## src/rtl/fifo_read_port_pkg.sv

```systemverilog
// Shared definitions for the 8 x 32 FIFO: read-side state encoding, geometry
// constants and the circular pointer increment used by both FIFO controllers.
package fifo_read_port_pkg;

  localparam int unsigned FIFO_DEPTH = 8;
  localparam int unsigned DATA_W     = 32;
  localparam int unsigned PTR_W      = 3;
  localparam int unsigned CNT_W      = 4;

  typedef enum logic [1:0] {
    INIT     = 2'b00,
    NO_OP    = 2'b01,
    READ     = 2'b10,
    RD_ERROR = 2'b11
  } rd_state_e;

  function automatic logic [PTR_W-1:0] ptr_inc(input logic [PTR_W-1:0] ptr);
    return (ptr == PTR_W'(FIFO_DEPTH - 1)) ? '0 : ptr + PTR_W'(1);
  endfunction

endpackage

```

## src/rtl/fifo_read_port_mux8_32.sv

```systemverilog
// Combinational 8-to-1 word selector in front of the read data register.
module mux8_32
  import fifo_read_port_pkg::*;
(
  input  logic [DATA_W-1:0] d_in0,
  input  logic [DATA_W-1:0] d_in1,
  input  logic [DATA_W-1:0] d_in2,
  input  logic [DATA_W-1:0] d_in3,
  input  logic [DATA_W-1:0] d_in4,
  input  logic [DATA_W-1:0] d_in5,
  input  logic [DATA_W-1:0] d_in6,
  input  logic [DATA_W-1:0] d_in7,
  input  logic [PTR_W-1:0]  sel,
  output logic [DATA_W-1:0] y
);

  always_comb begin
    y = d_in0;
    unique case (sel)
      3'd0: y = d_in0;
      3'd1: y = d_in1;
      3'd2: y = d_in2;
      3'd3: y = d_in3;
      3'd4: y = d_in4;
      3'd5: y = d_in5;
      3'd6: y = d_in6;
      3'd7: y = d_in7;
      default: y = d_in0;
    endcase
  end

endmodule

```

## src/rtl/fifo_read_port.sv

```systemverilog
// Read side of the 8 x 32 FIFO: read pointer, occupancy count, flags and a
// registered read data word with ack/error status.
//
// state    | meaning
// INIT     | just out of reset, no request seen yet
// NO_OP    | last edge had no read request
// READ     | last edge accepted a read, d_out valid
// RD_ERROR | last edge rejected a read on an empty FIFO
module fifo_read_port
  import fifo_read_port_pkg::*;
(
  input  logic              clk,
  input  logic              reset_n,
  input  logic              rd_en,
  input  logic              wr_commit,
  input  logic [DATA_W-1:0] d_in0,
  input  logic [DATA_W-1:0] d_in1,
  input  logic [DATA_W-1:0] d_in2,
  input  logic [DATA_W-1:0] d_in3,
  input  logic [DATA_W-1:0] d_in4,
  input  logic [DATA_W-1:0] d_in5,
  input  logic [DATA_W-1:0] d_in6,
  input  logic [DATA_W-1:0] d_in7,
  output logic [DATA_W-1:0] d_out,
  output logic              rd_ack,
  output logic              rd_err,
  output logic [PTR_W-1:0]  rd_ptr,
  output logic [CNT_W-1:0]  data_count,
  output logic              empty,
  output logic              full
);

  rd_state_e         state_q;
  rd_state_e         state_d;
  logic              rd_accept;
  logic [DATA_W-1:0] rd_word;

  // A write committed at this edge is not yet visible, so acceptance
  // depends only on the registered count.
  assign rd_accept = rd_en && (data_count != '0);

  mux8_32 u_mux (
    .d_in0 (d_in0),
    .d_in1 (d_in1),
    .d_in2 (d_in2),
    .d_in3 (d_in3),
    .d_in4 (d_in4),
    .d_in5 (d_in5),
    .d_in6 (d_in6),
    .d_in7 (d_in7),
    .sel   (rd_ptr),
    .y     (rd_word)
  );

  always_ff @(posedge clk or negedge reset_n) begin
    if (!reset_n) begin
      state_q <= INIT;
    end else begin
      state_q <= state_d;
    end
  end

  always_comb begin
    state_d = NO_OP;
    if (rd_en) begin
      state_d = rd_accept ? READ : RD_ERROR;
    end
  end

  always_comb begin
    rd_ack = 1'b0;
    rd_err = 1'b0;
    unique case (state_q)
      READ:     rd_ack = 1'b1;
      RD_ERROR: rd_err = 1'b1;
      default: begin
        rd_ack = 1'b0;
        rd_err = 1'b0;
      end
    endcase
  end

  always_ff @(posedge clk or negedge reset_n) begin
    if (!reset_n) begin
      d_out  <= '0;
      rd_ptr <= '0;
    end else if (rd_accept) begin
      d_out  <= rd_word;
      rd_ptr <= ptr_inc(rd_ptr);
    end
  end

  // A commit while full is a write-side violation; the count saturates.
  always_ff @(posedge clk or negedge reset_n) begin
    if (!reset_n) begin
      data_count <= '0;
    end else begin
      unique case ({rd_accept, wr_commit})
        2'b10: data_count <= data_count - CNT_W'(1);
        2'b01: if (!full) data_count <= data_count + CNT_W'(1);
        default: data_count <= data_count;
      endcase
    end
  end

  assign empty = (data_count == '0);
  assign full  = (data_count == CNT_W'(FIFO_DEPTH));

endmodule

```

## config.mk

```make
export PLATFORM = sky130hd
export DESIGN_NAME = fifo_read_port
export DESIGN_NICKNAME = d
export VERILOG_FILES = /design/src/rtl/fifo_read_port_pkg.sv /design/src/rtl/fifo_read_port_mux8_32.sv /design/src/rtl/fifo_read_port.sv
export SDC_FILE = /design/constraint.sdc
export NUM_CORES = 1
export LEC_CHECK = 0
export CORE_AREA = 2 2 117 119
export DETAILED_ROUTE_END_ITERATION = 10
export DIE_AREA = 0 0 119 121
export PLACE_DENSITY_LB_ADDON = 0.3
export SLEW_MARGIN = 20
export SYNTH_ARGS = -nofsm -noshare
export SYNTH_HDL_FRONTEND = slang
export SYNTH_SLANG_ARGS = --single-unit
```

## constraint.sdc

```tcl
create_clock -name clk -period 3.6 [get_ports clk]
set_clock_uncertainty 0.2 [all_clocks]
set_input_delay 0.36 -clock clk [delete_from_list [all_inputs] [get_ports clk]]
set_output_delay 0.36 -clock clk [all_outputs]
set_load 0.1 [all_outputs]
```

==> flow_metrics.env, run 1 <==
export IMPL_drcViolationCount=0
export IMPL_final_common_cell="clkdlybuf4s50_1"
export IMPL_routed_via_density=5.333
export IMPL_layout_min_cycle_time_ns=2.936
export IMPL_drv_slew=0
export IMPL_crit_fanout=39
export IMPL_tightest_slew_ns=1.030
export IMPL_multi_input_area_mm2=0.002266
export IMPL_yosysSeqAreaShare=0.2882
export IMPL_setup_viol=0
export IMPL_cellLeakagePower_nw=2.584
export IMPL_ant_nets=0
export IMPL_fmax_mhz=340.6
export IMPL_p_per_area_mw_per_mm2=889.3
export IMPL_final_nets=936
export IMPL_antenna_found_initial=0
export IMPL_syn_to_final_growth_pct=91.11
export IMPL_initial_core_util=0.2720
export IMPL_num_vias=4496
export IMPL_synthFlopType="dfrtp_1"
export IMPL_grt_setup_unrepaired="false"
export IMPL_cts_tree="built"
export IMPL_worst_endpoint_required_ns=3.55
export IMPL_totalWireLength_um=17870
export IMPL_post_drt_wl_per_cell_um=21.19
export IMPL_grt_pass1_wl_um=26620
export IMPL_die_area_mm2=0.01440
export IMPL_layout_common_cells="298 x clkdlybuf4s50_1, 48 x o21ai_0, 41 x nand2_1"
export IMPL_cts_setup_buffers=0
export IMPL_die_w_um=119
export IMPL_synth_edff_count=0
export IMPL_grt_total_usage=0.2396
export IMPL_grt_max_degree=42
export IMPL_cts_root_buffer="clkbuf_16"
export IMPL_place_gp_congestion=0.8646
export IMPL_cp_end_kind="register"
export IMPL_yosysWarnings=0
export IMPL_cts_sinks=41
export IMPL_crit_path_max_incr_delay_ns=0.45
export IMPL_crit_slowest_cell="dfrtp_1"
export IMPL_syn_nets=659
export IMPL_cts_resized=0
export IMPL_slew_headroom=0.3113
export IMPL_cts_buffer_depth=2
export IMPL_synthCells=390
export IMPL_fin_crit_sh=0.8156
export IMPL_ctsHoldBuffers=0
export IMPL_clock_latency_ns=0.28
export IMPL_ir_drop_mv=0.4906
export IMPL_dr_pass1_iters=7
export IMPL_arrival_ns=2.88
export IMPL_nFillCells=1222
export IMPL_grt_pass1_vias=4750
export IMPL_outcome="finished clean"
export IMPL_drive_above_1_share=0.09295
export IMPL_syn_area_mm2=0.003560
export IMPL_cts_htree_levels=2
export IMPL_hold_viol=0
export IMPL_async_reset_ff_frac=1.000
export IMPL_fin_util=0.5199
export IMPL_critPathLaunchType="register"
export IMPL_clkTransAtPathRegs_ns=0.06
export IMPL_dpl_hpwl_um=14010
export IMPL_port_buffers=302
export IMPL_numCtsBuffers=5
export IMPL_worstSetupPathType="register to register"
export IMPL_grt_ovfl_total=0
export IMPL_regArea_mm2=0.001027
export IMPL_crit_chain="or3_4 -> o21a_4 -> clkinv_4 -> nand2_4 -> ha_1 -> a211oi_1 -> or3_1 -> o211ai_1 -> o221ai_1"
export IMPL_row_count=42
export IMPL_hp_class="register to register"
export IMPL_n_antenna_cell=0
export IMPL_core_area_mm2=0.01309
export IMPL_drt_iter0_markers=385
export IMPL_ys_types=45
export IMPL_die_h_um=121
export IMPL_ys_ff_latch=41
export IMPL_cap_violations=0
export IMPL_final_setup_tns_ns=0
export IMPL_ios=303
export IMPL_syn_avg_cell_area_um2=9.127
registers in the layout (all words and copies together) (netlist names):
signal      flops
state_q         2
rd_ptr          3
data_count      4
d_out          32
cell usage after synthesis (10+ instances only):
master | count | share of area
o21ai_0 | 48 | 0.067
dfrtp_1 | 41 | 0.29
nand2_1 | 41 | 0.043
a22o_1 | 28 | 0.069
mux2_2 | 26 | 0.082
a222oi_1 | 19 | 0.053
a22oi_1 | 19 | 0.040
o21ai_1 | 19 | 0.027
clkbuf_1 | 15 | 0.016
a221o_1 | 13 | 0.037
a211oi_1 | 12 | 0.025
buf_2 | 12 | 0.017
mux2_1 | 10 | 0.032
stage by stage:
| stage | total power, mW | area, µm² | hold WS, ns | std cells | worst slack [ns] |
|---|---|---|---|---|---|
| after floorplan | 4.272 | 3560 | -0.1356 | 390 | 0.1772 |
| after global placement | 5.501 | 6619 | 0.2637 | 834 | 0.7255 |
| after detailed placement | 5.603 | 6619 | 0.2699 | 834 | 0.6335 |
| after CTS | 6.072 | 6765 | 0.07681 | 841 | 0.6566 |
| after global routing | 6.378 | 6803 | 0.3008 | 843 | 0.5403 |
| final | 6.050 | 6803 | 0.2790 | 843 | 0.6639 |
per-layer routing:
metal | up-vias | routed length, µm | GRT usage
met5 | - | 0 | 0
met3 | 16 | 1257 | 0.05028
met2 | 204 | 9108 | 0.4307
met4 | 0 | 205 | 0.04241
met1 | 2192 | 7295 | 0.2983
li1 | 2084 | - | -
logic make-up (layout without fill, tap and decap cells):
group	after synthesis	after routing	synth area share
muxes	38	38	0.1223
adders and majority gates	9	9	0.03374
DFF	41	41	0.2882
and+or+nand+nor	76	76	0.1135
buffers and inverters	49	326	0.07733
xor gates and xnor gates	2	2	0.004922
AOI/OAI and AO/OA	175	175	0.3599
worst max-delay path: cells and delay by family, from the launching register on:
| family | cells | cell delay, ns |
|---|---|---|
| DFF | 1 | 0.45 |
| AOI/OAI and AO/OA | 4 | 0.65 |
| buffers and inverters | 1 | 0.24 |
| and+or+nand+nor | 3 | 0.97 |
| adders and majority gates | 1 | 0.30 |
area by class of cell:
type	count	share of cell area
clock buffer	6	0.02042
clock inverter	1	0.001104
timing repair buffer	313	0.4580
tap	176	0.03237
sequential	41	0.1510
inverter	6	0.004046
multi-input combinational	300	0.3331
where the power goes:
group / internal, mW / leakage, nW / switching (mW) / total [mW]
Combinational: 1.54 / 2.02 / 3.16 / 4.70
Sequential: 0.692 / 0.498 / 0.201 / 0.893
Clock: 0.272 / 0.0690 / 0.181 / 0.453
path summary, 6_finish.rpt:
check / from / endpoint / slack (ns) / cells past startpoint
worst min register to register: d_out[24]$_DFFE_PN0P_ / d_out[24]$_DFFE_PN0P_ / 0.28 / 2
worst min-delay path: d_out[24]$_DFFE_PN0P_ / d_out[24]$_DFFE_PN0P_ / 0.28 / 2
worst max-delay path: data_count[1]$_DFFE_PN0P_ / data_count[3]$_DFFE_PN0P_ / 0.66 / 9
min in group asynchronous: reset_n / d_out[11]$_DFFE_PN0P_ / 0.43 / 2
max in group asynchronous: reset_n / d_out[13]$_DFFE_PN0P_ / 2.25 / 3
worst max register to register: data_count[1]$_DFFE_PN0P_ / data_count[3]$_DFFE_PN0P_ / 0.66 / 9
Note: power is estimated with default switching activity, not from simulation.
==> run 2: changes to the inputs <==
Settings changed: CORE_AREA 2 2 117 119 to 2 2 119 121, DIE_AREA 0 0 119 121 to 0 0 121 123.
Clock period 3.6 ns to 2.45 ns, I/O delays scaled along.
==> flow_metrics.env, run 2 (synthesis results as in run 1) <==
export IMPL_crit_path_max_incr_delay_ns=0.47
export IMPL_crit_fanout=3
export IMPL_fin_util=0.5194
export IMPL_outcome="complete, but fails checks"
export IMPL_reg_top3="d_out (32), data_count (4), rd_ptr (3)"
export IMPL_initial_core_util=0.2615
export IMPL_cts_tree="built"
export IMPL_largest_register_ffs=32
export IMPL_ios=303
export IMPL_layout_min_cycle_time_ns=2.530
export IMPL_drive_above_1_share=0.2102
export IMPL_grt_setup_unrepaired="true"
export IMPL_grt_ovfl_total=0
export IMPL_arrival_ns=2.49
export IMPL_cts_root_buffer="clkbuf_16"
export IMPL_ir_drop_mv=0.9396
export IMPL_grt_max_degree=42
export IMPL_drt_iter0_markers=324
export IMPL_layout_common_cells="258 x clkdlybuf4s50_1, 63 x buf_4, 58 x o21ai_1"
export IMPL_numCtsBuffers=5
export IMPL_drv_slew=0
export IMPL_cts_htree_levels=2
export IMPL_final_common_cell="clkdlybuf4s50_1"
export IMPL_die_h_um=123
export IMPL_die_w_um=121
export IMPL_num_vias=4558
export IMPL_cap_violations=0
export IMPL_setup_slack_ns=-0.07981
export IMPL_tightest_slew_ns=0.9468
export IMPL_syn_to_final_growth_pct=98.63
export IMPL_final_setup_tns_ns=-0.07981
export IMPL_slew_headroom=0.3688
export IMPL_cts_sinks=41
export IMPL_drcViolationCount=0
export IMPL_timing_reg2reg_setup_slack_ns=-0.08
export IMPL_cp_end_kind="register"
export IMPL_ant_nets=0
export IMPL_grt_pass1_wl_um=26820
export IMPL_hold_viol=0
export IMPL_power_mw=9.570
export IMPL_crit_slowest_cell="dfrtp_4"
export IMPL_clock_latency_ns=0.28
export IMPL_regMostFlops="d_out"
export IMPL_hp_class="register to register"
export IMPL_critPathLaunchType="register"
export IMPL_dp_slack_ns=-0.08746
export IMPL_crit_chain="or3_4 -> o21a_4 -> clkinv_4 -> nand2_8 -> ha_4 -> a211oi_4 -> or3_4 -> o211ai_1 -> o221ai_1"
export IMPL_worst_endpoint_required_ns=2.41
export IMPL_cellLeakagePower_nw=2.752
export IMPL_fin_crit_sh=1.033
export IMPL_setup_viol=1
export IMPL_port_buffers=302
export IMPL_routed_via_density=5.269
export IMPL_dr_pass1_iters=7
export IMPL_grt_total_usage=0.2339
export IMPL_die_area_mm2=0.01488
export IMPL_final_nets=953
export IMPL_worstSetupPathType="register to register"
export IMPL_post_drt_wl_per_cell_um=20.87
export IMPL_cts_buffer_depth=2
export IMPL_fmax_mhz=395.3
export IMPL_violations="negative setup slack"
export IMPL_totalWireLength_um=18060
export IMPL_core_area_mm2=0.01361
export IMPL_place_gp_congestion=0.9785
export IMPL_holdWs_ns=0.2852
export IMPL_clkTransAtPathRegs_ns=0.06
export IMPL_p_per_area_mw_per_mm2=1353
export IMPL_n_antenna_cell=0
export IMPL_crit_top_cell="or3_4"
export IMPL_dpl_hpwl_um=14230
export IMPL_grt_pass1_vias=4745
export IMPL_antenna_found_initial=0
export IMPL_row_count=43
## run 2: cell count changes in the layout (fill, tap and decap cells not counted), sizes merged
cell	previous run	this run
clkinvlp	1	0
buf	14	71
clkdlybuf4s50	298	258
bufinv	0	1
clkinv	1	2
inv	5	6
clkbuf	6	5
## run 2: critical path: cells and delay by family (launching register included)
kind	cells	cell delay, ns
and+or+nand+nor	3	0.83
adders and majority gates	1	0.29
buffers and inverters	1	0.06
AOI/OAI and AO/OA	4	0.54
DFF	1	0.47
## run 2: through the flow
| stage | instance area (µm²) | std cells |
|---|---|---|
| final | 7071 | 865 |
| after global routing | 7071 | 865 |
| after CTS | 7046 | 865 |
| after detailed placement | 6849 | 856 |
| after global placement | 6849 | 856 |
| after floorplan | 3741 | 390 |
## run 2: what timing repair did
item	in CTS	in global routing
resized for setup	3	3
hold buffers	1	0
hold endpoints to repair	41	0
buffers inserted	0	0
setup endpoints to repair	3	3
## run 2: layout make-up
class	instances	area (µm²)
sequential	41	1041
inverter	6	27.53
fill	1276	6541
clock inverter	3	43.79
multi-input combinational	300	2397
clock buffer	5	125.1
timing repair buffer	330	3211
tap	180	225.2
## run 2: per-layer routing
metal,part of all wire,wire (µm),GRT usage,vias up
li1,-,-,-,2128
met2,0.50,9033,0.4108,200
met1,0.41,7424,0.2958,2209
met5,0,0,0,-
met4,0.016,288,0.04942,0
met3,0.072,1309,0.04935,21
## run 2: report_power, final
part / internal [mW] / switching [mW]
clock network: 0.483 / 0.287
logic: 2.61 / 4.95
registers: 1.04 / 0.208
total: 4.12 / 5.45
## run 2: worst paths after layout
path	endpoint	cells after the start	from
worst max-delay path	data_count[3]$_DFFE_PN0P_	9	data_count[1]$_DFFE_PN0P_
worst min-delay path	d_out[13]$_DFFE_PN0P_	2	d_out[13]$_DFFE_PN0P_
worst max register to register	data_count[3]$_DFFE_PN0P_	9	data_count[1]$_DFFE_PN0P_
worst min register to register	d_out[13]$_DFFE_PN0P_	2	d_out[13]$_DFFE_PN0P_
max in group asynchronous	rd_ptr[2]$_DFFE_PN0P_	2	reset_n
min in group asynchronous	d_out[11]$_DFFE_PN0P_	2	reset_n
==> run 3: changes to the inputs <==
Settings changed: RECOVER_POWER set to 100.
==> flow_metrics.env, run 3 (synthesis results as in run 1) <==
export IMPL_nFillCells=1312
export IMPL_post_drt_wl_per_cell_um=20.92
export IMPL_drive_above_1_share=0.1577
export IMPL_regArea_mm2=0.001041
export IMPL_core_area_mm2=0.01361
export IMPL_arrival_ns=2.49
export IMPL_hp_class="register to register"
export IMPL_ios=303
export IMPL_reg_top3="d_out (32), data_count (4), rd_ptr (3)"
export IMPL_wl_met3_um=1283
export IMPL_num_vias=4547
export IMPL_dp_slack_ns=-0.08746
export IMPL_final_common_cell="clkdlybuf4s50_1"
export IMPL_grt_total_usage=0.2339
export IMPL_outcome="complete, but fails checks"
export IMPL_fmax_mhz=394.9
export IMPL_cts_buffer_depth=2
export IMPL_hold_viol=0
export IMPL_setup_viol=1
export IMPL_row_count=43
export IMPL_place_gp_congestion=0.9785
export IMPL_worstSetupPathType="register to register"
export IMPL_antenna_found_initial=0
export IMPL_dr_pass1_iters=5
export IMPL_initial_core_util=0.2615
export IMPL_cts_htree_levels=2
export IMPL_violations="negative setup slack"
export IMPL_die_w_um=121
export IMPL_n_antenna_cell=0
export IMPL_cts_sinks=41
export IMPL_cap_violations=0
export IMPL_fin_cells=865
export IMPL_die_area_mm2=0.01488
export IMPL_tightest_slew_ns=1.247
export IMPL_grt_pass1_vias=4745
export IMPL_ant_nets=0
export IMPL_grt_max_degree=42
export IMPL_ir_drop_mv=0.9152
export IMPL_wl_met2_um=9055
export IMPL_totalWireLength_um=18090
export IMPL_worst_endpoint_required_ns=2.41
export IMPL_fin_crit_sh=1.034
export IMPL_dpl_hpwl_um=14230
export IMPL_numCtsBuffers=5
export IMPL_die_h_um=123
export IMPL_drt_iter0_markers=377
export IMPL_grt_pass1_wl_um=26820
export IMPL_clkTransAtPathRegs_ns=0.06
export IMPL_cp_end_kind="register"
export IMPL_drv_slew=0
export IMPL_slew_headroom=0.1720
export IMPL_dp_cells=856
export IMPL_crit_fanout=3
export IMPL_regMostFlops="d_out"
export IMPL_routed_via_density=5.257
export IMPL_final_nets=953
export IMPL_syn_to_final_growth_pct=94.76
export IMPL_crit_slowest_cell="dfrtp_4"
export IMPL_p_per_area_mw_per_mm2=1344
export IMPL_drcViolationCount=0
export IMPL_top_layer_used="met4"
export IMPL_critPathLaunchType="register"
export IMPL_cts_tree="built"
export IMPL_drt_met1_wl_um=7470
export IMPL_cts_root_buffer="clkbuf_16"
export IMPL_grt_ovfl_total=0
export IMPL_setup_slack_ns=-0.08235
export IMPL_crit_chain="or3_4 -> o21a_4 -> clkinv_4 -> nand2_8 -> ha_4 -> a211oi_4 -> or3_4 -> o211ai_1 -> o221ai_1"
export IMPL_clock_latency_ns=0.28
export IMPL_grt_setup_unrepaired="true"
export IMPL_cellLeakagePower_nw=2.616
export IMPL_crit_path_max_incr_delay_ns=0.47
export IMPL_crit_top_cell="or3_4"
export IMPL_largest_register_ffs=32
export IMPL_port_buffers=302
export IMPL_holdWs_ns=0.2869
export IMPL_fin_util=0.5093
export IMPL_layout_min_cycle_time_ns=2.532
export IMPL_multi_input_area_mm2=0.002397
export IMPL_layout_common_cells="258 x clkdlybuf4s50_1, 58 x o21ai_1, 41 x nand2_1"
==> run 3: cell count changes in the layout (fill, tap and decap cells not counted), sizes merged <==
| cell | previous run | this run |
|---|---|---|
| buf | 71 | 34 |
| clkbuf | 5 | 42 |
==> run 3: routing by layer <==
layer / up-vias / track usage
met5: - / 0
met4: 0 / 0.04942
met3: 21 / 0.04935
met2: 193 / 0.4108
met1: 2210 / 0.2958
li1: 2123 / -
==> run 3: worst paths after layout <==
path / start / endpoint / slack [ns] / cells past startpoint
max reg2reg: data_count[1]$_DFFE_PN0P_ / data_count[3]$_DFFE_PN0P_ / -0.08 / 9
max: data_count[1]$_DFFE_PN0P_ / data_count[3]$_DFFE_PN0P_ / -0.08 / 9
min in group asynchronous: reset_n / d_out[11]$_DFFE_PN0P_ / 0.45 / 2
max in group asynchronous: reset_n / rd_ptr[2]$_DFFE_PN0P_ / 0.89 / 2
min reg2reg: d_out[13]$_DFFE_PN0P_ / d_out[13]$_DFFE_PN0P_ / 0.29 / 2
min: d_out[13]$_DFFE_PN0P_ / d_out[13]$_DFFE_PN0P_ / 0.29 / 2
==> run 3: metrics by stage <==
step                area (µm²)  total power, mW  setup TNS (ns)
global placement          6849            8.609        -0.06012
CTS                       7046            9.564        -0.08654
global route              6933            9.843         -0.2152
floorplan                 3741            6.737          -4.256
finish                    6933            9.317        -0.08235
detailed placement        6849            8.746         -0.1182
==> run 3: what timing repair did <==
action,4_1_cts,5_1_grt
cloned,0,0
endpoints found under the setup margin,3,3
resized for setup,3,3
hold endpoints to repair,41,0
buffers inserted,0,0
hold buffers,1,0
==> run 3: report_power, final <==
| group | leakage, nW | switching [mW] | internal (mW) |
|---|---|---|---|
| logic | 2.04 | 4.95 | 2.35 |
| clock network | 0.0842 | 0.290 | 0.483 |
| registers | 0.493 | 0.205 | 1.04 |
| total | 2.62 | 5.45 | 3.87 |
==> run 3: final cells by class <==
cell class	instances	area share
Clock buffer	5	0.01805
Sequential cell	41	0.1502
Inverter	6	0.003970
Timing Repair Buffer	330	0.4432
Tap cell	180	0.03249
Clock inverter	3	0.006317
Multi-Input combinational cell	300	0.3458
==> run 3: worst max-delay path, delay by kind of cell (launching register included) <==
family	cells	cell delay, ns
and+or+nand+nor	3	0.83
AOI/OAI and AO/OA	4	0.54
DFF	1	0.47
adders and majority gates	1	0.29
buffers and inverters	1	0.06
